**src/rtl/mau_pkg.sv**
```systemverilog
// mau_pkg: bus encodings and FSM states shared by the
// memory access unit and its execute-stage clients.
package mau_pkg;

    localparam logic [1:0] TRANS_IDLE = 2'b00;
    localparam logic [1:0] TRANS_NSEQ = 2'b10;
    localparam logic [1:0] TRANS_SEQ  = 2'b11;

    localparam logic SIZE_BYTE = 1'b0;
    localparam logic SIZE_WORD = 1'b1;

    typedef enum logic [1:0] {
        IDLE,
        ISSUE,
        WAIT,
        RESP
    } mau_state_t;

    function automatic logic [2:0] beat_step(input logic sz);
        return (sz == SIZE_WORD) ? 3'd4 : 3'd1;
    endfunction

endpackage

```
**src/rtl/mau_lane_align.sv**
```systemverilog
// mau_lane_align: read lane extraction and write byte
// replication keyed by transfer size and address lane.
module mau_lane_align
    import mau_pkg::*;
(
    input  logic        size,
    input  logic [1:0]  lane,
    input  logic [31:0] bus_rdata,
    input  logic [31:0] store_data,
    output logic [31:0] load_data,
    output logic [31:0] bus_wdata
);

    always_comb begin
        load_data = bus_rdata;
        if (size == SIZE_BYTE) begin
            case (lane)
                2'd0:    load_data = {24'b0, bus_rdata[7:0]};
                2'd1:    load_data = {24'b0, bus_rdata[15:8]};
                2'd2:    load_data = {24'b0, bus_rdata[23:16]};
                default: load_data = {24'b0, bus_rdata[31:24]};
            endcase
        end
    end

    assign bus_wdata = (size == SIZE_WORD) ? store_data
                                           : {4{store_data[7:0]}};

endmodule

```
**src/rtl/memory_access_unit.sv**
```systemverilog
// memory_access_unit: single-outstanding bus initiator for loads,
// stores and bursts; MAU_ALIGN_CHECK_EN rejects misaligned words.
module memory_access_unit
    import mau_pkg::*;
#(
    parameter int TIMEOUT_CYCLES = 15,
    parameter int ADDR_W         = 32
) (
    input  logic              clk,
    input  logic              rst,
    input  logic              req_valid,
    output logic              req_ready,
    input  logic              req_write,
    input  logic              req_size,
    input  logic              req_priv,
    input  logic [ADDR_W-1:0] req_addr,
    input  logic [31:0]       req_wdata,
    input  logic [3:0]        req_len,
    input  logic [31:0]       beat_wdata,
    output logic              resp_valid,
    output logic [31:0]       resp_rdata,
    output logic              resp_abort,
    output logic              resp_last,
    output logic [ADDR_W-1:0] addr,
    output logic [31:0]       wdata,
    input  logic [31:0]       rdata,
    input  logic              data_valid,
    input  logic              abort,
    output logic              write,
    output logic              size,
    output logic [1:0]        prot,
    output logic [1:0]        trans
);

    mau_state_t state;
    mau_state_t state_next;

    logic [31:0] wsrc;
    logic [3:0]  len_q;
    logic [3:0]  beat_q;
    logic [7:0]  tcnt;
    logic        abort_q;

    logic        first;
    logic        last_beat;
    logic        expired;
    logic        done;
    logic        misaligned;
    logic [31:0] store_src;
    logic [31:0] load_data;

    assign first     = (beat_q == 4'd0);
    assign last_beat = (beat_q == len_q);
    assign expired   = (tcnt == 8'(TIMEOUT_CYCLES - 1));
    assign done      = abort_q || last_beat;

`ifdef MAU_ALIGN_CHECK_EN
    assign misaligned = (req_size == SIZE_WORD) &&
                        (req_addr[1:0] != 2'b00);
`else
    assign misaligned = 1'b0;
`endif

    // Later beats take store data live in their issue cycle,
    // then hold it in wsrc for the rest of the beat.
    assign store_src = (state == ISSUE && !first) ? beat_wdata : wsrc;

    mau_lane_align u_align (
        .size       (size),
        .lane       (addr[1:0]),
        .bus_rdata  (rdata),
        .store_data (store_src),
        .load_data  (load_data),
        .bus_wdata  (wdata)
    );

    always_comb begin
        state_next = state;
        req_ready  = 1'b0;
        trans      = TRANS_IDLE;
        resp_valid = 1'b0;
        resp_abort = 1'b0;
        resp_last  = 1'b0;
        unique case (state)
            IDLE: begin
                req_ready = 1'b1;
                if (req_valid) begin
                    state_next = misaligned ? RESP : ISSUE;
                end
            end
            ISSUE: begin
                trans      = first ? TRANS_NSEQ : TRANS_SEQ;
                state_next = WAIT;
            end
            WAIT: begin
                // data_valid and expiry together still complete normally
                if (data_valid || expired) begin
                    state_next = RESP;
                end
            end
            RESP: begin
                resp_valid = 1'b1;
                resp_abort = abort_q;
                resp_last  = done;
                state_next = done ? IDLE : ISSUE;
            end
            default: state_next = IDLE;
        endcase
    end

    always_ff @(posedge clk) begin
        if (rst) begin
            state      <= IDLE;
            addr       <= '0;
            write      <= 1'b0;
            size       <= 1'b0;
            prot       <= 2'b00;
            wsrc       <= '0;
            len_q      <= '0;
            beat_q     <= '0;
            tcnt       <= '0;
            abort_q    <= 1'b0;
            resp_rdata <= '0;
        end else begin
            state <= state_next;
            unique case (state)
                IDLE: begin
                    if (req_valid) begin
                        addr    <= req_addr;
                        write   <= req_write;
                        size    <= req_size;
                        prot    <= {req_priv, 1'b1};
                        wsrc    <= req_wdata;
                        len_q   <= req_len;
                        beat_q  <= '0;
                        tcnt    <= '0;
                        abort_q <= misaligned;
                    end
                end
                ISSUE: begin
                    tcnt <= '0;
                    wsrc <= store_src;
                end
                WAIT: begin
                    tcnt <= tcnt + 8'd1;
                    if (data_valid) begin
                        abort_q    <= abort;
                        resp_rdata <= abort ? '0 : load_data;
                    end else if (expired) begin
                        abort_q    <= 1'b1;
                        resp_rdata <= '0;
                    end
                end
                RESP: begin
                    if (!done) begin
                        addr   <= addr + ADDR_W'(beat_step(size));
                        beat_q <= beat_q + 4'd1;
                    end
                end
                default: ;
            endcase
        end
    end

endmodule

```
**config.mk**
```make
export PLATFORM = sky130hd
export DESIGN_NAME = memory_access_unit
export DESIGN_NICKNAME = d
export VERILOG_FILES = /design/src/rtl/mau_pkg.sv /design/src/rtl/mau_lane_align.sv /design/src/rtl/memory_access_unit.sv
export SDC_FILE = /design/constraint.sdc
export NUM_CORES = 1
export LEC_CHECK = 0
export CORE_UTILIZATION = 45
export DETAILED_ROUTE_END_ITERATION = 6
export GPL_TIMING_DRIVEN = 0
export PLACE_DENSITY = 0.82
export SYNTH_ARGS = -nofsm -noshare
export SYNTH_HDL_FRONTEND = slang
export SYNTH_SLANG_ARGS = --single-unit
```
**constraint.sdc**
```tcl
create_clock -name clk -period 3 [get_ports clk]
set_clock_uncertainty 0.05 [all_clocks]
set_input_delay 0.3 -clock clk [delete_from_list [all_inputs] [get_ports clk]]
set_output_delay 0.3 -clock clk [all_outputs]
set_load 0.01 [all_outputs]
```
Yosys cells after proc, flatten, opt, wreduce, memory -nomap -nowiden --
Cells that the tools add are included.
Word-level totals: register bits after elaboration 119, logic and storage cells 76, input bits 140, output and inout bits 106
Cells by class: muxes and demuxes 32, $add $sub $neg 3, equal/unequal tests 11, reductions and logical operators 19
Operator list (number):
- $mux W32 | 9
- $pmux W32 S2 | 2
- $pmux W8 S3 | 2
- $add A32 B3 Y32 | 1
- $reduce_and A2 Y1 | 5
- $mux W1 | 9
- $add A8 B1 Y8 const B | 1
- $eq A8 B4 Y1 const B | 1
- $mux W4 | 2
- $mux W8 | 1
- $pmux W2 S4 | 1
- $pmux W4 S2 | 1
- $reduce_bool A2 Y1 | 4
- $eq A2 B2 Y1 const B | 3
- $mux W2 | 3
- $ne A2 B2 Y1 const B | 3
- $reduce_and A3 Y1 | 2
- $add A4 B1 Y4 const B | 1
- $eq A2 B1 Y1 const B | 2
- $eq A4 B4 Y1 | 1
- $logic_not A2 Y1 | 2
- $logic_not A4 Y1 | 1
- $mux W3 | 1
- $ne A3 B3 Y1 const B | 1
- 5 further kinds | 6

Logic depth before layout (Yosys ltp) --
depth after elaboration 5, gate-level depth with buffers 10, depth with buffers taken out 8

Modules after synthesis --
A second synthesis with hierarchy kept.
Unflattened totals: cell total of the unflattened synthesis 849, area total of the unflattened synthesis 7051.8 um^2
Modules (own cells, without submodules):
- memory_access_unit | cells each 716, times used 1, sequential area each 2382.3 um^2, area each 6231.0 um^2
- mau_lane_align | cells each 133, times used 1, sequential area each 0.0 um^2, area each 820.8 um^2

Worst setup path after synthesis --
No wires, ideal clock.
kind reg-to-output, start register state[1], end output port wdata[12], cell stages (with the launch flop) 11, path slack 0.518 ns, required time 2.650 ns, path buffers 2, arrival 2.132 ns, path through dfxtp_1 inv_1 ha_1 buf_2 clkinv_1 a21o_1 clkinv_1 buf_2 mux2_2 nor2_1 a31oi_1
On the way: cells in the longest elaborated chain, start to end 4
Ends and longest elaborated chain:
- start: declaration | RTL line memory_access_unit.sv:35 | mau_state_t state;
- start signal: assignment | RTL line memory_access_unit.sv:125 | state <= state_next;
- $eq A2 B1 Y1 | RTL line memory_access_unit.sv:66 | assign store_src = (state == ISSUE && !first) ? beat_wdata : wsrc;
- $logic_and A1 B1 Y1 | RTL line memory_access_unit.sv:66
- $mux W32 | RTL line memory_access_unit.sv:66
- $mux W32 | RTL line mau_lane_align.sv:26 | assign bus_wdata = (size == SIZE_WORD) ? store_data
- end: declaration | RTL line memory_access_unit.sv:25 | output logic [31:0] wdata,
Every way passes these cells.

Final worst setup path --
start register state[1], end output port wdata[23]
Same word-level chain as after synthesis.

==> Flow_metrics.wiki <==
{| class="wikitable"
! Metric !! Value
|-
| Clock Latency Late Sink || 430 ps
|-
| Die outline height || 122 um
|-
| Largest cells by area after synthesis || sky130_fd_sc_hd__dfxtp_1, sky130_fd_sc_hd__nand2_1, sky130_fd_sc_hd__a21oi_1
|-
| Cell area after synthesis || 6440 um^2
|-
| Endpoint type of the worst setup path || output port
|-
| Routed via count || 7,673
|-
| Area share of the largest cell type after synthesis || 37.0%
|-
| Area of the core || 13,900 um^2
|-
| Post-route setup slack || 84.2 ps
|-
| Final net count || 1,241
|-
| Actual transition at the worst max-transition pin || 860 ps
|-
| Data required time of the worst path || 2650 ps
|-
| Vias in the first global route || 7,048
|-
| R2R Path Start || state[0]$_SDFFE_PP0P_
|-
| Post-synthesis compound-gate area fraction || 30.3%
|-
| Final Hold Vio Count || 0
|-
| Final routed wirelength across all metal layers || 23,800 um
|-
| Number of antenna diodes || 0
|-
| Worst vdd ir || 529 uV
|-
| Total congestion overflow after global routing || 0
|-
| #FFs+latches synth || 119
|-
| Arrival time at the worst endpoint || 2570 ps
|-
| Standard cell with the maximum stage delay on the critical path || sky130_fd_sc_hd__mux2_2
|-
| Number of different library cells in the post-synthesis netlist || 59
|-
| Adder-cell share of the synthesized area || 2.14%
|-
| Overall power after layout || 0.00857 W
|-
| RD Place Congestion || 0.952
|-
| Total setup violations reported at the end of the flow || 0
|-
| Top-Level Pins || 246
|-
| Critical Setup Path Class || register to output port
|-
| Mean area per synthesized cell || 7.79 um^2
|-
| Maximum number of pins on one net before global-route repair || 17
|-
| Post-synthesis async set-or-reset flop share || 0%
|-
| Die area || 14,800 um^2
|-
| Number of sinks handled by clock tree synthesis || 119
|-
| Critical-path cell list || inv_2 -> ha_1 -> buf_4 -> clkinv_4 -> a21o_4 -> clkinv_4 -> mux2_2 -> nor2_4 -> a31oi_1 -> dlygate4sd2_1
|-
| Run status || completed
|-
| Critical path startpoint category || register
|-
| Simple-gate portion of the synthesized area || 19.0%
|-
| Share of post-route cells with drive strength above 1 || 9.07%
|-
| Max Transition Viols Final || 0
|-
| Library cell used as clock root buffer || sky130_fd_sc_hd__clkbuf_16
|-
| Starting density of the core || 46.2%
|-
| Power per unit of standard cell area || 874 nW/um^2
|-
| Leak || 3.57 nW
|-
| Clock transition at the register clock pins on the worst setup and hold paths after CTS || 60 ps
|-
| Initial antenna violation count || 0
|-
| End of the worst register-to-register path || wsrc[14]$_SDFFE_PP0P_
|-
| Max-Slew Margin vs Limit || 42.7%
|-
| Most instantiated flip-flop cell in the synthesis netlist || sky130_fd_sc_hd__dfxtp_1
|-
| Maximum capacitance violations || 0
|-
| Layout overhead on the synthesized area || 52.2%
|-
| Finished Core Util || 70.4%
|-
| Most frequent standard cell in the layout excluding fill and tap cells || sky130_fd_sc_hd__clkdlybuf4s50_1
|-
| Yosys warning total || 0
|-
| Mean number of vias per cell || 5.98
|-
| Floorplan die width || 122 um
|-
| Cell taking the most area after synthesis || sky130_fd_sc_hd__dfxtp_1
|-
| Total GRT Usage || 32.0%
|-
| FF-to-FF setup slack || 160 ps
|-
| Fraction of synthesized area in multiplexers || 4.12%
|-
| Maximum level of the CTS H-tree || 4
|-
| Worst path most repeated cell || sky130_fd_sc_hd__clkinv_4
|-
| Pre-CTS setup slack || -534 ps
|-
| Total CTS buffers || 17
|-
| DRT Pass-1 Iters || 6
|-
| CTS Hold Bufs || 0
|-
| Routed length per placed instance || 18.6 um
|-
| Count of unresolved DRC violations after routing || 0
|-
| Endpoint of the worst setup timing path || wdata[23]
|-
| Post-route worst hold slack || 368 ps
|-
| Portion of the post-synthesis area used by sequential elements || 37.0%
|-
| Combinational family with the most area after synthesis || compound AO/OA/AOI/OAI gates
|-
| Launching element of the worst setup path || state[1]$_SDFFE_PP0P_
|-
| Period utilisation layout || 97.2%
|-
| Largest incremental delay on the critical path || 390 ps
|-
| Largest fanout on the critical path || 10
|-
| Post-DRT Antenna Nets || 0
|-
| Type of the most critical hold path || input port to register
|-
| Most frequent cells in the layout || sky130_fd_sc_hd__clkdlybuf4s50_1, sky130_fd_sc_hd__nand2_1, sky130_fd_sc_hd__dfxtp_1, sky130_fd_sc_hd__a21oi_1, sky130_fd_sc_hd__o21ai_0
|-
| Post-synthesis instance total || 827
|-
| Final period demand of the worst path || 2920 ps
|-
| Number of placement rows || 43
|-
| Number of buffer cells added on primary ports || 244
|-
| Parity-gate share of the synthesized area counting xor and xnor cells || 1.50%
|-
| Clock tree from TritonCTS || built
|-
| Wire length of the first global-routing pass || 36,500 um
|-
| Final HPWL DP || 17,500 um
|-
| Depth of the worst register-to-register path || 9
|-
| Post-synth EDFFs || 0
|-
| Nets in the synthesized netlist || 978
|-
| Starting DRT DRC Count || 896
|-
| Longest Clk Path Bufs || 2
|-
| Fmax || 343 MHz
|}
-- per-layer routing --
metal,track usage (%),vias to the layer above,part of all wire [%]
li1,-,3560,-
met1,41.3,3583,41
met2,50.5,455,46
met3,6.37,75,8.9
met4,16.5,0,3.9
met5,0,-,0
-- synthesized netlist by cell type (8+ instances only) --
master                     count
sky130_fd_sc_hd__nand2_1     127
sky130_fd_sc_hd__inv_1        21
sky130_fd_sc_hd__dfxtp_1     119
sky130_fd_sc_hd__o22ai_1      32
sky130_fd_sc_hd__ha_1         11
sky130_fd_sc_hd__nor2b_1       9
sky130_fd_sc_hd__mux2_2        8
sky130_fd_sc_hd__o211ai_1     10
sky130_fd_sc_hd__and3_1        9
sky130_fd_sc_hd__a211oi_1     19
sky130_fd_sc_hd__a31oi_1      27
sky130_fd_sc_hd__nand4_1       8
sky130_fd_sc_hd__clkbuf_1     47
sky130_fd_sc_hd__a21oi_1      85
sky130_fd_sc_hd__a22oi_1      23
sky130_fd_sc_hd__o21ai_0      53
sky130_fd_sc_hd__nor4_1        9
sky130_fd_sc_hd__or2_2         8
sky130_fd_sc_hd__mux2i_1      13
sky130_fd_sc_hd__nor2_1       52
sky130_fd_sc_hd__nand3_1      14
sky130_fd_sc_hd__buf_2        12
-- final cells by class --
class / instances / area [um^2]
Buffer: 68 / 328
Clock buffer: 24 / 502
Clock inverter: 8 / 118
Fill cell: 1127 / 4130
Inverter: 23 / 96.3
Multi-Input combinational cell: 616 / 3760
Sequential cell: 119 / 2380
Tap cell: 180 / 225
Timing Repair Buffer: 245 / 2400
-- critical path, delay by kind of cell, from the launching register on --
family | cells | cell delay [ps]
compound gates | 2 | 300
fa+ha+maj | 1 | 160
buf+inv | 5 | 790
flops | 1 | 340
simple gates | 1 | 160
mux | 1 | 390
-- metrics by stage --
stage / TNS [ps] / instance area (um^2) / std cells
after floorplan: 0 / 6440 / 827
after detailed placement: -8320 / 9110 / 1251
after CTS: -1.56 / 9810 / 1283
after global placement: -7310 / 9110 / 1251
final: 0 / 9810 / 1283
after global routing: -3.09 / 9810 / 1283
-- worst min path at each step --
stage / from / to / slack [ps] / depth (start not counted)
floorplan: wsrc[0]$_SDFFE_PP0P_ / wsrc[0]$_SDFFE_PP0P_ / 380 / 2
global placement: wsrc[7]$_SDFFE_PP0P_ / wsrc[7]$_SDFFE_PP0P_ / 390 / 2
detailed placement: wsrc[0]$_SDFFE_PP0P_ / wsrc[0]$_SDFFE_PP0P_ / 400 / 2
CTS: req_priv / prot[1]$_SDFFE_PP0P_ / 360 / 3
global route: req_size / size$_SDFFE_PP0P_ / 370 / 3
finish: req_priv / prot[1]$_SDFFE_PP0P_ / 370 / 3
-- logic make-up after synthesis --
kind of cell | count (synthesis)
fa+ha+maj | 11
buf+inv | 92
flops | 119
xor+xnor | 11
mux | 23
simple gates | 264
compound gates | 307
-- state kept, by name (all words and copies together) (netlist names) --
signal	flops
beat_q	4
abort_q	1
len_q	4
addr	32
prot	2
state	2
write	1
size	1
resp_rdata	32
tcnt	8
wsrc	32
-- what timing repair did --
action	4_1_cts	5_1_grt
buffers inserted	0	1
pin swaps	1	4
setup endpoints to repair	34	32
resized for setup	72	20
-- where the power goes --
group | internal, W | leakage, nW | switching (W)
Combinational | 0.00174 | 2.29 | 0.00224
Clock | 0.00141 | 0.306 | 0.000730
Sequential | 0.00205 | 0.974 | 0.000403
Total | 0.00520 | 3.57 | 0.00338
(Power assumes the default switching activity.)
